File: src/rtl/branch_ckpt_ctrl.sv
// Branch checkpoint slot allocator: grants map-table snapshot slots, frees them on resolve/retire,
// and drives restore/squash on mispredict. Optional perf counters under BRANCH_CKPT_PERF_EN.
module branch_ckpt_ctrl #(
    parameter int NUM_CKPT = 4,
    parameter int ROB_SZ   = 32,
    parameter int TAG_W    = 5,
    localparam int IDX_W   = $clog2(NUM_CKPT),
    localparam int CNT_W   = IDX_W + 1
) (
    input  logic                clock,
    input  logic                reset,
    input  logic                alloc_req,
    input  logic [TAG_W-1:0]    alloc_rob_tag,
    output logic                alloc_gnt,
    output logic [IDX_W-1:0]    alloc_idx,
    output logic                stall,
    input  logic                resolve_valid,
    input  logic [TAG_W-1:0]    resolve_rob_tag,
    input  logic                resolve_mispredict,
    input  logic                retire_valid,
    input  logic [TAG_W-1:0]    retire_rob_tag,
    input  logic [TAG_W-1:0]    rob_head,
    output logic                restore_valid,
    output logic [IDX_W-1:0]    restore_idx,
    output logic [NUM_CKPT-1:0] squash_mask,
    output logic [NUM_CKPT-1:0] busy_mask,
    output logic [CNT_W-1:0]    free_count
`ifdef BRANCH_CKPT_PERF_EN
    ,
    output logic [31:0]         perf_full_stall_cycles,
    output logic [31:0]         perf_mispredicts
`endif
);

    typedef enum logic {IDLE, RECOVER} state_t;

    state_t              state;
    logic [NUM_CKPT-1:0] busy;
    logic [NUM_CKPT-1:0] squash_q;
    logic [IDX_W-1:0]    restore_q;
    logic                restore_vld_q;
    logic [TAG_W-1:0]    tags [NUM_CKPT];

    logic [NUM_CKPT-1:0] res_hit;
    logic [NUM_CKPT-1:0] ret_hit;
    logic [NUM_CKPT-1:0] squash_next;
    logic [NUM_CKPT-1:0] clear;
    logic [NUM_CKPT-1:0] alloc_vec;
    logic                res_any;
    logic [IDX_W-1:0]    mis_idx;
    logic [IDX_W-1:0]    free_idx;
    logic [CNT_W-1:0]    free_cnt;
    logic [TAG_W-1:0]    mis_age;
    logic [TAG_W-1:0]    slot_age;
    logic                mispredict_now;

    // Downward scan so the last assignment wins, giving lowest-index priority.
    always_comb begin
        res_hit  = '0;
        ret_hit  = '0;
        res_any  = 1'b0;
        mis_idx  = '0;
        free_idx = '0;
        free_cnt = '0;
        for (int i = NUM_CKPT - 1; i >= 0; i--) begin
            res_hit[i] = busy[i] && (tags[i] == resolve_rob_tag);
            ret_hit[i] = busy[i] && retire_valid && (tags[i] == retire_rob_tag);
            if (res_hit[i]) begin
                res_any = 1'b1;
                mis_idx = IDX_W'(i);
            end
            if (!busy[i]) begin
                free_idx = IDX_W'(i);
            end
            free_cnt = free_cnt + CNT_W'(!busy[i]);
        end
    end

    assign mispredict_now = (state == IDLE) && resolve_valid && resolve_mispredict && res_any;
    assign mis_age        = tags[mis_idx] - rob_head;

    // Ages are offsets from the ROB head; TAG_W-bit subtraction handles the wrap.
    always_comb begin
        squash_next = '0;
        slot_age    = '0;
        for (int i = 0; i < NUM_CKPT; i++) begin
            slot_age       = tags[i] - rob_head;
            squash_next[i] = busy[i] && ((IDX_W'(i) == mis_idx) || (slot_age > mis_age));
        end
    end

    assign alloc_gnt = (state == IDLE) && alloc_req && (free_cnt != '0) && !mispredict_now;
    assign alloc_idx = free_idx;
    assign stall     = (alloc_req && !alloc_gnt) || (state == RECOVER);

    always_comb begin
        clear     = '0;
        alloc_vec = '0;
        if (state == RECOVER) begin
            clear = squash_q | ret_hit;
        end else if (mispredict_now) begin
            // Only older slots may free now; younger ones leave with the squash.
            clear = ret_hit & ~squash_next;
        end else begin
            clear = ret_hit | ((resolve_valid && !resolve_mispredict) ? res_hit : '0);
        end
        if (alloc_gnt) begin
            alloc_vec[free_idx] = 1'b1;
        end
    end

    always_ff @(posedge clock) begin
        if (reset) begin
            state         <= IDLE;
            busy          <= '0;
            squash_q      <= '0;
            restore_q     <= '0;
            restore_vld_q <= 1'b0;
            for (int i = 0; i < NUM_CKPT; i++) begin
                tags[i] <= '0;
            end
        end else begin
            busy <= (busy & ~clear) | alloc_vec;
            if (alloc_gnt) begin
                tags[free_idx] <= alloc_rob_tag;
            end
            case (state)
                IDLE: begin
                    if (mispredict_now) begin
                        state         <= RECOVER;
                        squash_q      <= squash_next;
                        restore_q     <= mis_idx;
                        restore_vld_q <= 1'b1;
                    end
                end
                RECOVER: begin
                    state         <= IDLE;
                    squash_q      <= '0;
                    restore_q     <= '0;
                    restore_vld_q <= 1'b0;
                end
                default: state <= IDLE;
            endcase
        end
    end

    assign restore_valid = restore_vld_q;
    assign restore_idx   = restore_q;
    assign squash_mask   = squash_q;
    assign busy_mask     = busy;
    assign free_count    = free_cnt;

`ifdef BRANCH_CKPT_PERF_EN
    always_ff @(posedge clock) begin
        if (reset) begin
            perf_full_stall_cycles <= '0;
            perf_mispredicts       <= '0;
        end else begin
            if (alloc_req && (free_cnt == '0) && (perf_full_stall_cycles != '1)) begin
                perf_full_stall_cycles <= perf_full_stall_cycles + 32'd1;
            end
            if (mispredict_now && (perf_mispredicts != '1)) begin
                perf_mispredicts <= perf_mispredicts + 32'd1;
            end
        end
    end
`endif

endmodule
File: config.mk
export PLATFORM = sky130hd
export DESIGN_NAME = branch_ckpt_ctrl
export DESIGN_NICKNAME = d
export VERILOG_FILES = /design/src/rtl/branch_ckpt_ctrl.sv
export SDC_FILE = /design/constraint.sdc
export NUM_CORES = 1
export LEC_CHECK = 0
export CAP_MARGIN = 20
export CORE_MARGIN = 4
export CORE_UTILIZATION = 57
export DETAILED_ROUTE_END_ITERATION = 8
export PLACE_DENSITY = 0.81
export SYNTH_ARGS = -nofsm -noshare
export SYNTH_HDL_FRONTEND = slang
export SYNTH_SLANG_ARGS = --single-unit
File: constraint.sdc
create_clock -name clock -period 5.9 [get_ports clock]
set_input_delay 0.59 -clock clock [delete_from_list [all_inputs] [get_ports clock]]
set_output_delay 0.59 -clock clock [all_outputs]
set_load 0.02 [all_outputs]
Word-level counts from Yosys, hierarchy flattened
Memories as Yosys holds them, arrays and structs flattened.
Index checks and enable logic that the tools add are counted.

cells by class
  order comparisons = 6
  reduce and logical (&&, ||, !) cells = 40
  multiplexer cells = 34
  add/subtract/negate cells = 8
  bitwise logic cells = 8
  equal/unequal tests = 12

operators with widths
  operator                                                               number
  5-bit equality test                                                    8
  1-bit logical AND                                                      25
  5-bit subtractor                                                       5
  5-bit > comparator                                                     4
  2-bit two-way mux                                                      10
  4-bit two-way mux                                                      5
  1-bit two-way mux                                                      13
  4-bit OR                                                               3
  4-bit AND                                                              2
  4-bit inverter                                                         2
  4-bit case mux with 2 select lines                                     1
  1-bit logical NOT                                                      7
  1-bit logical OR                                                       5
  5-bit two-way mux                                                      1
  5-bit OR reduction                                                     1
  2-bit equality test (first input constant)                             2
  1-bit case mux with 2 select lines                                     2
  2-bit case mux with 2 select lines                                     1
  2-bit by 1-bit adder with 3-bit output                                 1
  3-bit by 1-bit adder with 3-bit output                                 1
  2-bit by 3-bit < comparator with 1-bit output (second input constant)  1
  3-bit nonzero test                                                     1
  1-bit by 1-bit adder with 2-bit output                                 1
  1-bit demux with 2-bit select                                          1
  5 further kinds                                                        5

storage, ports and cells
  bits in writable memories = 20
  output and inout port bits = 18
  memories kept = 1
  register bits = 12
  word-level logic and storage cells = 114

memories
  name  words  bits a word  rd ports  clocked after memory_dff  write ports  RTL line  text
  tags  4      5            5         0                         4            42        logic [TAG_W-1:0] tags [NUM_CKPT];

Longest topological paths before layout
An unclocked memory read counts as a cell.

  depth after elaboration = 18
  mapped depth = 19
  gate-level depth less buffers = 18

Worst setup path after synthesis
Ideal clock, no wire load.

  path kind = input to register
  start = input port resolve_rob_tag[1]
  end = register squash_q[1] (netlist: squash_mask[1])
  data arrival time = 4.300 ns
  buffers on the path = 2
  stages = 19
  slack = 1.471 ns
  path through = buf_2 xnor2_1 nand4_1 or2_1 buf_2 a21oi_1 nor2_1 nor4_1 inv_1 fa_1 ha_1 nor2b_1 o21ai_0 a32oi_1 maj3_1 a2111oi_2 a2111oi_2 a32oi_1 nor2_1

on the way
  word-level cells in the longest chain between the ends = 13

RTL lines
  what                                RTL line  text
  from (decl)                         18        input logic [TAG_W-1:0] resolve_rob_tag,
  5-bit equality test                 66        res_hit[i] = busy[i] && (tags[i] == resolve_rob_tag);
  1-bit logical AND                   66
  2-bit two-way mux (4 in series)     68        if (res_hit[i]) begin
  memory 4 x 5 bit                    --
  5-bit subtractor                    80        assign mis_age = tags[mis_idx] - rob_head;
  5-bit > comparator                  88        squash_next[i] = busy[i] && ((IDX_W'(i) == mis_idx) || (slot_age > mis_age));
  1-bit logical OR                    88
  1-bit logical AND                   88
  4-bit two-way mux                   129       if (mispredict_now) begin
  4-bit case mux with 2 select lines  127       case (state)
  to (signal assigned)                131       squash_q <= squash_next;
  to (decl)                           39        logic [NUM_CKPT-1:0] squash_q;

Parallel ways exist; a longest one is shown, timed or not. The select of a mux whose other input is x is not followed.
A chain may end at the register's enable or synchronous reset.

Worst setup path in the final report
  start = input port resolve_rob_tag[2]
  end = register busy[1] (netlist: busy_mask[1])

on the way
  word-level cells in the longest chain between the ends = 18

RTL lines
  what                             RTL line  text
  5-bit equality test              66
  1-bit logical AND                66
  2-bit two-way mux (4 in series)  68
  memory 4 x 5 bit                 --
  5-bit subtractor                 80
  5-bit > comparator               88
  1-bit logical OR                 88
  1-bit logical AND                88
  4-bit inverter                   103       clear = ret_hit & ~squash_next;
  4-bit AND                        103
  4-bit two-way mux                101       end else if (mispredict_now) begin
  4-bit two-way mux                99        if (state == RECOVER) begin
  4-bit inverter                   123       busy <= (busy & ~clear) | alloc_vec;
  4-bit AND                        123
  4-bit OR *                       123
  to (signal assigned)             123
  to (decl)                        38        logic [NUM_CKPT-1:0] busy;

Every way passes the cells marked *; elsewhere a longest branch is shown, timed or not.

==> impl_results.rst <==
.. list-table::
   :header-rows: 1

   * - Metric
     - Value
   * - Worst path slowest cell
     - sky130_fd_sc_hd__clkdlybuf4s50_1
   * - Antenna violations before repair
     - 0
   * - Fraction of layout instances using a drive strength above 1
     - 5.09%
   * - Number of unique standard cell types used by synthesis
     - 56
   * - Utilization of the core after routing
     - 68.5%
   * - WHS Endpoint
     - squash_mask[0]$_SDFFE_PP0P_
   * - Total via count in the routed design
     - 3203
   * - DP Cell Count
     - 499
   * - Synthesized instance count
     - roughly 390
   * - Setup crit end kind
     - register
   * - Width of the die
     - 86.1 µm
   * - Iteration-0 DRC count of the detailed router
     - 260
   * - Static Leak
     - between 1.5 and 2 nW
   * - Share of the cycle needed by the critical path after routing
     - roughly 90%
   * - Syn Area/Cell
     - between 8 and 9 µm²
   * - Run status
     - finished, final reports clean
   * - Ant. Diodes
     - 0
   * - Clk_lat worst skew
     - 0.28 ns
   * - First-pass GRT wire length
     - around 16 mm
   * - Startpoint types
     - input port
   * - Net count of the mapped netlist
     - 457
   * - CTS tree
     - done
   * - Average via count per standard cell
     - 6.32
   * - Hold-critical path depth
     - 2
   * - Launching point of the worst reg2reg path
     - tags[0][2]$_SDFFCE_PN0P_
   * - Buffers on Ports
     - 43
   * - Global-route congestion overflow total
     - 0
   * - Maximum resistive drop on vdd
     - 0.000241 V
   * - Primary FF master, synth
     - sky130_fd_sc_hd__edfxtp_1
   * - Setup violations, final
     - 0
   * - Endpoint of the lowest-slack register-to-register path
     - busy_mask[1]$_SDFF_PP0_
   * - Setup TNS
     - 0 ns
   * - Inserted Clock Buffers
     - 5
   * - Register area share after synthesis
     - 24.2%
   * - Ys async rst share
     - 0%
   * - Commonest cells after routing, fill and taps aside
     - sky130_fd_sc_hd__clkdlybuf4s50_1 (43), sky130_fd_sc_hd__ha_1 (36), sky130_fd_sc_hd__xnor2_1 (33), sky130_fd_sc_hd__nor2_1 (30), sky130_fd_sc_hd__inv_1 (28)
   * - Max-slew headroom at the worst pin
     - 41.4%
   * - Highest attainable clock frequency
     - 185 MHz
   * - Most common cell after layout, fill and taps aside
     - sky130_fd_sc_hd__clkdlybuf4s50_1
   * - Overall power consumption
     - 956 µW
   * - Number of H-tree levels
     - 2
   * - Max-slew violations
     - 0
   * - CTS hold repair buffers
     - 0
   * - WS Path Type
     - in2reg
   * - Total global-route track usage
     - between 20 and 30%
   * - Height of the die
     - about 86 µm
   * - Clock Sink Count
     - 32
   * - Max-Cap Viols
     - 0
   * - Min cycle time layout
     - 5.40 ns
   * - Total routed wirelength
     - 9.73 mm
   * - Yosys warning count
     - 0
   * - Number of endpoints with negative hold slack in the final report
     - 0
   * - HP Class
     - reg2reg
   * - Pwr Density
     - 236 mW/mm²
   * - Average wire length per cell after detail routing
     - 19.2 µm
   * - P&R area growth vs syn
     - 16.5%
   * - CTS-repair resized insts
     - 0
   * - Most frequent CP cell
     - sky130_fd_sc_hd__nor2_1
   * - Area of placed instances
     - just under 0.004 mm²
   * - Signal arrival time at the worst endpoint
     - approximately 5.6 ns
   * - Synth Cell Area
     - ~0.0035 mm²
   * - Count of cells along the worst register-to-register path
     - 17
   * - Smallest hold slack
     - 0.478 ns
   * - Number of rows in the core area
     - 28
   * - Post-synthesis register bit count
     - 32
   * - Buffer type at the clock tree root
     - sky130_fd_sc_hd__clkbuf_8
   * - Non-filler instance count after layout
     - just over 500
   * - Critical Path RT
     - between 6 and 7 ns
   * - I/O pin cnt
     - 44
   * - DRC violation count after routing
     - 0
   * - Fin area
     - 0.00406 mm²
   * - Final weighted congestion in routability-driven placement
     - 0.984
   * - Final critical-path setup slack
     - 0.496 ns
   * - Min-Delay Startpoint
     - squash_mask[0]$_SDFFE_PP0P_
   * - Overall die area
     - 0.00742 mm²
   * - Largest net degree at the start of global routing
     - 13
   * - Via count of the first global-routing pass
     - roughly 3300
   * - Maximum cell stage delay along the critical path
     - 0.52 ns
   * - Core area
     - 0.00592 mm²
   * - Tightest Pin Transition
     - 0.869 ns
   * - Number of synthesized flops with an enable pin
     - 20
   * - Antenna viol nets, final
     - 0
   * - Setup repair after global routing missed its margin
     - false
   * - Worst clock skew on the final layout
     - 0.00517 ns
   * - Starting Density
     - 58.8%
   * - Pre-antenna DRT Iters
     - 5
   * - NumNets Final
     - 499
   * - Setup Buffers After CTS
     - 0
   * - Clock-pin slew on the worst setup and hold paths
     - 0.06 ns
   * - Worst slack after detailed placement
     - 0.281 ns
   * - Highest fanout seen on the critical path
     - 8
   * - Cell breakdown of the critical path
     - clkdlybuf4s50_1 -> xor2_1 -> nor4b_1 -> and3_1 -> nor2_1 -> nand2_1 -> nor2_1 -> nor4_1 -> inv_1 -> fa_1 -> xor2_1 -> ha_1 -> a32oi_1 -> maj3_1 -> nor2_1 -> a2111oi_2 -> nand2_1 -> a221oi_2
   * - Worst reg-to-reg setup slack
     - 0.79 ns
   * - Maximum root-to-sink buffer count
     - 2
   * - Final HPWL DP
     - 7.77 mm
logic make-up (layout without fill, tap and decap cells):
kind of cell	Yosys count	count (layout)	synth area share (%)
AO/OA/AOI/OAI	84	84	18.4
flip-flops	32	32	24.2
AND/OR/NAND/NOR	132	132	21.1
buffers and inverters	37	80	4.13
adder cells (fa/ha/maj)	46	46	17.5
XOR/XNOR	58	58	14.6
registers in the layout, indices dropped and copies added, names as in the netlist:
signal,flops
restore_idx,2
restore_valid,1
squash_mask,4
tags,20
state,1
busy_mask,4
cells in the mapped netlist, drive strengths merged, types with 5 or more instances:
cell	count	area [µm²]
ha	36	450
xnor2	33	289
nor2	30	113
inv	28	105
nand2	25	93.8
xor2	25	219
and2	22	138
edfxtp	20	601
a21oi	17	85.1
o21ai	15	75.1
dfxtp	12	240
nand4	8	56.3
a21o	7	52.6
a32oi	7	61.3
and3	7	43.8
nand3	7	35.0
fa	6	120
nor4	6	52.6
a2111oi	5	75.1
a31oi	5	31.3
clkbuf	5	18.8
nor2b	5	31.3
nor3	5	36.3
critical path, delay by kind of cell:
kind / cells / cell delay, ns
AOI/OAI and AO/OA: 3 / 0.93
xor gates and xnor gates: 2 / 0.56
adders and majority gates: 3 / 1.06
buffers and inverters: 2 / 0.63
and+or+nand+nor: 8 / 1.82
power breakdown:
part | switching, mW | internal, mW
Sequential | 0.0424 | 0.259
Clock | 0.0815 | 0.0800
Combinational | 0.273 | 0.220
worst max path at each step:
stage                                        to  slack (ns)                from
detailed placement      busy_mask[1]$_SDFF_PP0_        0.28  resolve_rob_tag[2]
finish                  busy_mask[1]$_SDFF_PP0_        0.50  resolve_rob_tag[2]
CTS                     busy_mask[1]$_SDFF_PP0_        0.57  resolve_rob_tag[2]
global placement        busy_mask[1]$_SDFF_PP0_        0.46  resolve_rob_tag[2]
floorplan           squash_mask[1]$_SDFFE_PP0P_        1.47  resolve_rob_tag[1]
global route            busy_mask[1]$_SDFF_PP0_        0.07  resolve_rob_tag[2]
area by class of cell:
class,instances,area (µm²)
Sequential cell,32,841
Timing Repair Buffer,44,438
Tap cell,75,93.8
Inverter,28,105
Fill cell,480,1860
Clock inverter,3,13.8
Multi-Input combinational cell,320,2500
Clock buffer,5,68.8
metal layers:
layer | global-route usage (%) | vias to the layer above | wire, µm
li1 | - | 1503 | -
met1 | 33.6 | 1481 | 3890
met2 | 47.5 | 182 | 4730
met3 | 5.57 | 37 | 771
met4 | 11.9 | 0 | 341
met5 | 0 | - | 0
No activity file was read; power rests on OpenSTA's default activity.
